===== config.mk =====
export PLATFORM = sky130hd
export DESIGN_NAME = ras_spill_ctrl
export DESIGN_NICKNAME = d
export VERILOG_FILES = /design/src/rtl/ras_spill_ctrl.sv
export SDC_FILE = /design/constraint.sdc
export NUM_CORES = 1
export LEC_CHECK = 0
export CORE_MARGIN = 2
export CORE_UTILIZATION = 60
export CTS_CLUSTER_SIZE = 8
export DETAILED_ROUTE_END_ITERATION = 6
export GPL_TIMING_DRIVEN = 0
export PLACE_DENSITY_LB_ADDON = 0.1
export SLEW_MARGIN = 30
export SYNTH_ARGS = -nofsm -noshare
export SYNTH_HDL_FRONTEND = slang
export SYNTH_SLANG_ARGS = --single-unit

===== constraint.sdc =====
create_clock -name clk -period 11.18 [get_ports clk]
set_input_delay 2.236 -clock clk [delete_from_list [all_inputs] [get_ports clk]]
set_output_delay 2.236 -clock clk [all_outputs]
set_load 0.1 [all_outputs]

===== src/rtl/ras_spill_ctrl.sv =====
// Return-address stack: on-chip circular buffer that spills oldest entries to memory and refills them.
// ra/ras_stall are combinational from registered state; one memory request in flight, held until mem_ack.
module ras_spill_ctrl #(
    parameter int DEPTH       = 16,
    parameter int SPILL_HI    = 12,
    parameter int FILL_LO     = 4,
    parameter int MEM_ENTRIES = 512,
    parameter int MEM_BASE    = 0,
    parameter int AW          = 16
) (
    input  logic          clk,
    input  logic          rst_n,
    input  logic          stall,
    input  logic [13:0]   npc,
    input  logic          push,
    input  logic          pop,
    output logic [13:0]   ra,
    output logic          ras_stall,
    output logic          mem_req,
    output logic          mem_we,
    output logic [AW-1:0] mem_addr,
    output logic [13:0]   mem_wdata,
    input  logic [13:0]   mem_rdata,
    input  logic          mem_ack
);
    localparam int IW  = $clog2(DEPTH);
    localparam int CW  = IW + 1;
    localparam int MW  = $clog2(MEM_ENTRIES);
    localparam int MCW = MW + 1;

    localparam logic [CW-1:0]  C_DEPTH   = CW'(DEPTH);
    localparam logic [CW-1:0]  C_SPILL   = CW'(SPILL_HI);
    localparam logic [CW-1:0]  C_FILL    = CW'(FILL_LO);
    localparam logic [MCW-1:0] C_MENT    = MCW'(MEM_ENTRIES);
    localparam logic [AW-1:0]  C_BASE    = AW'(MEM_BASE);

    typedef enum logic [1:0] {
        S_IDLE  = 2'd0,
        S_SPILL = 2'd1,
        S_FILL  = 2'd2
    } state_t;

    state_t          r_state;
    state_t          w_state_nxt;
    logic [13:0]     r_buf [DEPTH];
    logic [IW-1:0]   r_bot;
    logic [CW-1:0]   r_cnt;
    logic [MW-1:0]   r_mptr;
    logic [MCW-1:0]  r_mcnt;

    logic [IW-1:0]   w_top;
    logic [IW-1:0]   w_wr_idx;
    logic [IW-1:0]   w_fill_idx;
    logic            w_spill_ack;
    logic            w_fill_ack;
    logic            w_op_ok;
    logic            w_push_acc;
    logic            w_pop_acc;
    logic [CW-1:0]   w_cnt_nxt;

    assign w_top       = r_bot + r_cnt[IW-1:0] - IW'(1);
    assign w_wr_idx    = r_bot + r_cnt[IW-1:0];
    assign w_fill_idx  = r_bot - IW'(1);
    assign w_spill_ack = (r_state == S_SPILL) && mem_ack;
    assign w_fill_ack  = (r_state == S_FILL) && mem_ack;

    // The last free slot is kept for an outstanding fill; the spilled bottom entry must not be popped.
    assign ras_stall = (push && (r_cnt == C_DEPTH))
                    || (push && (r_state == S_FILL) && (r_cnt >= C_DEPTH - CW'(1)))
                    || (pop && (r_state == S_SPILL) && (r_cnt <= CW'(1)))
                    || (pop && (r_cnt == '0) && (r_mcnt != '0));

    assign w_op_ok    = !stall && !ras_stall;
    assign w_push_acc = w_op_ok && push;
    assign w_pop_acc  = w_op_ok && pop && !push && (r_cnt != '0);

    assign w_cnt_nxt = r_cnt + CW'(w_push_acc) + CW'(w_fill_ack)
                     - CW'(w_pop_acc) - CW'(w_spill_ack);

    assign ra = (r_cnt == '0) ? 14'd0 : r_buf[w_top];

    always_ff @(posedge clk or negedge rst_n) begin
        if (!rst_n) begin
            r_state <= S_IDLE;
        end else begin
            r_state <= w_state_nxt;
        end
    end

    always_comb begin
        w_state_nxt = r_state;
        case (r_state)
            S_IDLE: begin
                if (r_cnt >= C_SPILL) begin
                    w_state_nxt = S_SPILL;
                end else if ((r_cnt <= C_FILL) && (r_mcnt != '0)) begin
                    w_state_nxt = S_FILL;
                end
            end
            S_SPILL: if (mem_ack) w_state_nxt = S_IDLE;
            S_FILL:  if (mem_ack) w_state_nxt = S_IDLE;
            default: w_state_nxt = S_IDLE;
        endcase
    end

    always_comb begin
        mem_req   = 1'b0;
        mem_we    = 1'b0;
        mem_addr  = C_BASE;
        mem_wdata = 14'd0;
        case (r_state)
            S_SPILL: begin
                mem_req   = 1'b1;
                mem_we    = 1'b1;
                mem_addr  = C_BASE + AW'(r_mptr);
                mem_wdata = r_buf[r_bot];
            end
            S_FILL: begin
                mem_req  = 1'b1;
                mem_addr = C_BASE + AW'(r_mptr - MW'(1));
            end
            default: ;
        endcase
    end

    always_ff @(posedge clk or negedge rst_n) begin
        if (!rst_n) begin
            r_cnt  <= '0;
            r_bot  <= '0;
            r_mptr <= '0;
            r_mcnt <= '0;
        end else begin
            r_cnt <= w_cnt_nxt;
            if (w_spill_ack) begin
                r_bot  <= r_bot + IW'(1);
                r_mptr <= r_mptr + MW'(1);
                // Once the spill area is full, the oldest memory entry is silently overwritten.
                if (r_mcnt != C_MENT) r_mcnt <= r_mcnt + MCW'(1);
            end else if (w_fill_ack) begin
                r_bot  <= w_fill_idx;
                r_mptr <= r_mptr - MW'(1);
                r_mcnt <= r_mcnt - MCW'(1);
            end
        end
    end

    always_ff @(posedge clk) begin
        if (w_push_acc) r_buf[w_wr_idx] <= npc;
        if (w_fill_ack) r_buf[w_fill_idx] <= mem_rdata;
    end

endmodule


==> impl_metrics.toml, run 1 <==
[run_status]
status = "complete, no violations"

[detailed_routing]
wl_met1_um = 17920
remaining_drc_errors = 0
vias_per_cell = 7.184
ant_nets = 0
routed_wl_um = 50550
drtIter0Drc = 1271
drtPass1Iterations = 5
wl_met2_um = 23580
top_layer_used = "met4"
met3WireLength_um = 6284
vias = 11272
wire_per_inst_um = 32.22

[timing]
report.final.slew_viol_count = 0
setup_viol = 0
tightest_slew_ns = 1.113
tns_ns = 0
relSlewSlack_pct = 25.82
period_minus_slack_ns = 8.269
finalCritPeriodShare_pct = 73.96
rsz0062_at_grt = "false"
fmax_mhz = 120.9
fin_ws_ns = 2.911
finalClockSkew_ns = 0.01752
hold_viol = 0

[setup_path]
worstSetupStartpointType = "flop"
cp_slowest_cell = "clkdlybuf4s50_1"
critPathMaxFanout = 10
worst_ep_arrival_time_ns = 6.03
required_ns = 8.94
endpoint_kind = "primary output"
cp_slowest_stage_delay_ns = 1.15
criticalPathCategory = "flop to primary output"
path_cells = "ha_1 > clkbuf_1 > buf_6 > buf_2 > inv_1 > ha_1 > xnor2_1 > clkbuf_1 > mux4_2 > and2b_1 > clkdlybuf4s50_1"

[global_routing]
grt_max_degree = 25
grt-ovfl-total = 0
track_usage_pct = 36.29
antenna_found_initial = 3
grt_pass1_wl_um = 73710
grt_pass1_vias = 11369

[die]
die_h_um = 168.1
die_area_um2 = 28250
rows = 60
num_io_pins = 81
core_area_um2 = 26730
initial_core_util_pct = 60.43
fp.dieW_um = 168.1

[synth]
ys_top_cells_by_area = "edfxtp_1 (42%), mux4_2 (18%), mux2_2 (16%), dfrtp_1 (4.6%), ha_1 (3.3%)"
yosysTopAreaCell = "edfxtp_1"
synth_edf_count = 224
synth.yosys.seq_area_share_pct = 46.30
synth_seq_cells = 254
synth_cells = 1075
synth.cell_area_um2 = 16150
yosys_warnings = 0
synth.distinct_cells = 63
synth_top_area_share_pct = 41.65
syn-num-nets = 1157
synthArstFlopShare_pct = 11.81
yosysMostFrequentCell = "mux2_2"
avgSynthCellArea_um2 = 15.02
synth_ff_type = "edfxtp_1"
ys_top_cells_by_count = "mux2_2 (232), edfxtp_1 (224), mux4_2 (127), clkbuf_1 (45)"

[finish]
nets = 1296
syn_to_final_growth_pct = 17.42
drive_above_1_share_pct = 40.95

[cts]
path_clk_slew_ns = 0.05
cts_resized = 0
htreeDepth = 2
root_buffer = "clkbuf_16"
clk_path_buf_depth = 3
clock_sinks = 254
postCtsSetupBuffers = 0
cts_buffers = 37
cts_hold_buf = 0
cts_tree = "done"
insertion_delay_ns = 0.52

[placement]
gp_congestion = 0.8860
port_buffers = 80
pre_cts_ws_ns = 3.488
dp_hpwl_um = 33910

[flow_run]
cap_violations = 0

[min_path]
hp-class = "flop to flop"
## stage by stage
stage                     utilization (%)  cells  instance area (µm²)  hold WS [ns]
final                               70.96   1569                18960        0.4961
after global placement              65.02   1496                17380        0.4838
after floorplan                         -   1075                16150        0.4725
after detailed placement            67.12   1516                17940        0.4916
after global routing                70.96   1569                18960        0.5412
after CTS                           70.91   1567                18950        0.4982
## kinds of logic (layout without fill, tap and decap cells)
family | Yosys count | after routing | synth area share (%)
xor gates and xnor gates | 27 | 27 | 1.720
other | 0 | 2 | 0
AOI/OAI and AO/OA | 104 | 104 | 4.656
DFF | 254 | 254 | 46.30
buffers and inverters | 116 | 267 | 3.378
muxes | 375 | 375 | 35.29
and+or+nand+nor | 151 | 151 | 4.664
adders and majority gates | 48 | 48 | 3.998
## per-layer routing
metal | up-vias | GRT usage (%)
met2 | 863 | 57.08
met3 | 204 | 11.57
li1 | 4575 | -
met1 | 5630 | 46.14
met4 | 0 | 17.58
met5 | - | 0
## sequential cells by signal, indices dropped and copies added (netlist names)
register	flops
r_buf	224
r_state	2
r_mptr	9
r_mcnt	10
r_bot	4
r_cnt	5
## layout make-up
type                            instances  area, µm²
Multi-Input combinational cell        705       8434
Fill cell                            1787       7762
Sequential cell                       254       7477
Timing Repair Buffer                  100       1056
Clock buffer                           49      992.2
Buffer                                 94      469.2
Tap cell                              341      426.7
Inverter                               22      82.58
Clock inverter                          2      20.02
Antenna cell                            2      5.005
## critical path: cells and delay by family (launching register included)
family	cells	cell delay (ns)
multiplexers	1	0.36
adder cells (fa/ha/maj)	2	0.62
buffers and inverters	6	3.19
AND/OR/NAND/NOR	1	0.20
XOR/XNOR	1	0.62
flip-flops	1	0.48
## final timing paths
| check | start | endpoint | slack [ns] | depth (start not counted) |
|---|---|---|---|---|
| max | r_bot[0]$_DFFE_PN0P_ | ra[7] | 2.91 | 11 |
| min | r_mcnt[9]$_DFFE_PN0P_ | r_mcnt[9]$_DFFE_PN0P_ | 0.50 | 1 |
| max reg2reg | r_bot[1]$_DFFE_PN0P_ | r_buf[12][6]$_DFFE_PP_ | 6.47 | 10 |
| min reg2reg | r_mcnt[9]$_DFFE_PN0P_ | r_mcnt[9]$_DFFE_PN0P_ | 0.50 | 1 |
| max in group asynchronous | rst_n | r_state[0]$_DFFE_PN0P_ | 9.24 | 2 |
| min in group asynchronous | rst_n | r_mcnt[0]$_DFFE_PN0P_ | 1.56 | 1 |
## placed cells by master (no fill, tap or decap), types with 3 or more instances in the layout
cell and count:
a211oi_1 7, a21o_1 7, a21oi_1 18, a22o_1 3, a31oi_1 3, and2_1 15, and2b_1 9, buf_1 3
buf_2 30, buf_4 14, buf_6 15, buf_8 7, clkbuf_1 52, clkbuf_16 38, clkbuf_2 4, clkdlybuf4s50_1 79
dfrtp_1 30, edfxtp_1 224, fa_1 6, ha_1 42, inv_1 22, mux2_2 232, mux2i_1 11, mux4_1 4
mux4_2 127, nand2_1 34, nand2b_1 4, nand3_1 7, nor2_1 42, nor2_2 5, nor2b_1 12, nor3_1 12
o21ai_0 21, o22ai_1 3, o32ai_4 16, xnor2_1 13, xnor2_2 3, xor2_1 10
Power of run 1 is left out: the tool's default activity adds up to more than one toggle a clock period on the data nets, which glitch-free logic cannot reach.
==> inputs of run 2 (changes only) <==
==> constraint.sdc (replaced) <==
create_clock -name clk -period 8.41 [get_ports clk]
set_input_delay 1.682 -clock clk [delete_from_list [all_inputs] [get_ports clk]]
set_output_delay 1.682 -clock clk [all_outputs]
set_load 0.1 [all_outputs]
==> results of run 2 <==
Same layout as run 1 (identical final DEF). Status: complete, no violations.
Among the figures that moved: setup slack after placement 3.488 ns -> 1.415 ns; setup slack after layout 2.911 ns -> 0.6954 ns; register-to-register setup slack 6.47 ns -> 3.70 ns
Power of run 2 is left out for the same reason.
==> inputs of run 3 (changes only) <==
--- a/config.mk
+++ b/config.mk
@@ -6,7 +6,7 @@
 export NUM_CORES = 1
 export LEC_CHECK = 0
 export CORE_MARGIN = 2
-export CORE_UTILIZATION = 60
+export CORE_UTILIZATION = 55
 export CTS_CLUSTER_SIZE = 8
 export DETAILED_ROUTE_END_ITERATION = 6
 export GPL_TIMING_DRIVEN = 0
==> run 3 against run 2 <==
Net effect: die area up 8.9%; clock skew down 0.0057 ns; sequential share of layout area down 0.26 points; register-to-register slack worse by 0.23 ns; count of clock-buffer cells in the layout down 1; the flow now finishes with violations (DRC); routed wire length up 0.14%.
==> impl_metrics.toml, run 3 (synthesis results as in run 1) <==
[run_status]
status = "finished, violations left"
failed_checks = "DRC"

[timing]
tns_ns = 0
relSlewSlack_pct = 28.56
rsz0062_at_grt = "false"
tightest_slew_ns = 1.072
fmax_mhz = 135.3
hold_viol = 0
finalCritPeriodShare_pct = 87.86
report.final.slew_viol_count = 0
finalClockSkew_ns = 0.01182
holdWs_ns = 0.5009
period_minus_slack_ns = 7.389
setup_viol = 0

[global_routing]
met1_usage_pct = 44.59
grt_pass1_wl_um = 74180
grtUsageMet3_pct = 10.37
antenna_found_initial = 1
track_usage_pct = 33.62
grt_pass1_vias = 11282
grt-ovfl-total = 0
grt_max_degree = 26
grt_busiest_layer = "met2"
use_met2_pct = 51.90

[finish]
largest_reg_flops = 224
final_util_pct = 66.33
drive_above_1_share_pct = 41.33
syn_to_final_growth_pct = 18.20
layout_commonest_cell = "mux2_2"
mostFrequentLayoutCells = "mux2_2 (232), edfxtp_1 (224), mux4_2 (127)"
reg.largest.list = "r_buf (224), r_mcnt (10), r_mptr (9)"
num_antenna_cells = 0
num-fill-cells = 2047
top_register = "r_buf"
nets = 1300

[setup_path]
cp_common_cell = "ha_1"
cp_slowest_cell = "clkdlybuf4s50_1"
endpoint_kind = "primary output"
path_buf_inv = 6
r2r_slack_ns = 3.47
crit_start = "r_bot[0]$_DFFE_PN0P_"
reg2reg_from = "r_bot[0]$_DFFE_PN0P_"
r2r_end = "r_buf[5][11]$_DFFE_PP_"
path_depth = 11
cp_slowest_stage_delay_ns = 1.16
path_cells = "ha_1 > clkbuf_1 > buf_6 > buf_2 > inv_1 > ha_1 > xnor2_1 > clkbuf_2 > mux4_2 > and2b_1 > clkdlybuf4s50_1"
cp_top_family = "buffers and inverters"
worstSetupStartpointType = "flop"
required_ns = 6.73
worst_ep_arrival_time_ns = 5.71
criticalPathCategory = "flop to primary output"
crit_end = "ra[7]"
critPathMaxFanout = 10
r2r_cells = 11

[cts]
root_buffer = "clkbuf_16"
path_clk_slew_ns = 0.05
clk_path_buf_depth = 3
htreeDepth = 2
cts_resized = 0
cts_buffers = 37
cts_tree = "done"
cts_hold_buf = 0
clock_sinks = 254
insertion_delay_ns = 0.53
postCtsSetupBuffers = 0

[die]
core_area_um2 = 28780
fp.dieW_um = 175.4
die_h_um = 175.4
initial_core_util_pct = 56.12
rows = 62
die_area_um2 = 30750
num_io_pins = 81

[detailed_routing]
vias_per_cell = 6.936
vias = 11187
wire_per_inst_um = 31.38
ant_nets = 0
routed_wl_um = 50620
remaining_drc_errors = 16
drtIter0Drc = 1496
drtPass1Iterations = 7

[placement]
gp_congestion = 0.8457
dp_hpwl_um = 34420
port_buffers = 80

[min_path]
hp-class = "flop to flop"

[flow_run]
cap_violations = 0
run 3: cell count changes in the layout (fill, tap and decap cells not counted), sizes merged:
cell | before | now
buf | 70 | 74
diode | 2 | 0
clkinv | 2 | 1
inv | 22 | 23
clkbuf | 94 | 93
run 3: per-stage QoR:
stage / instances / setup WS, ns / area (µm²)
after CTS: 1613 / 0.7279 / 19080
final: 1613 / 1.021 / 19090
after detailed placement: 1563 / 1.316 / 18060
after global placement: 1539 / 1.397 / 17430
after global routing: 1613 / 0.8320 / 19090
after floorplan: 1075 / 0.7517 / 16150
run 3: area by class of cell:
type	instances	area, µm²	area share [%]
multi-input combinational	705	8434	44.18
sequential	254	7477	39.17
timing repair buffer	104	1120	5.866
clock buffer	48	988.4	5.178
tap	384	480.5	2.517
buffer	94	470.5	2.464
inverter	22	82.58	0.4326
clock inverter	2	36.28	0.1901
run 3: routing by layer:
metal	wire length, µm	up-vias
met5	0	-
met4	2253	0
met3	6116	163
met2	23340	784
met1	18910	5647
li1	-	4593
run 3: how the worst min path moves through the flow:
stage                     slack, ns               endpoint  cells after the start             startpoint
after floorplan                0.47  r_mcnt[9]$_DFFE_PN0P_                      1  r_mcnt[9]$_DFFE_PN0P_
after global placement         0.49  r_mcnt[9]$_DFFE_PN0P_                      1  r_mcnt[9]$_DFFE_PN0P_
after detailed placement       0.49  r_mcnt[9]$_DFFE_PN0P_                      1  r_mcnt[9]$_DFFE_PN0P_
after CTS                      0.50  r_mcnt[9]$_DFFE_PN0P_                      1  r_mcnt[9]$_DFFE_PN0P_
after global routing           0.54  r_mcnt[9]$_DFFE_PN0P_                      1  r_mcnt[9]$_DFFE_PN0P_
final                          0.50  r_mcnt[9]$_DFFE_PN0P_                      1  r_mcnt[9]$_DFFE_PN0P_
run 3: worst reg2reg max path: cells and delay by family, from the launching register on:
family                     cells  cell delay [ns]
AOI/OAI and AO/OA              1             0.27
adders and majority gates      1             0.32
buffers and inverters          6             2.03
DFF                            1             0.53
muxes                          1             0.40
and+or+nand+nor                2             1.13
Power of run 3 is left out for the same reason.
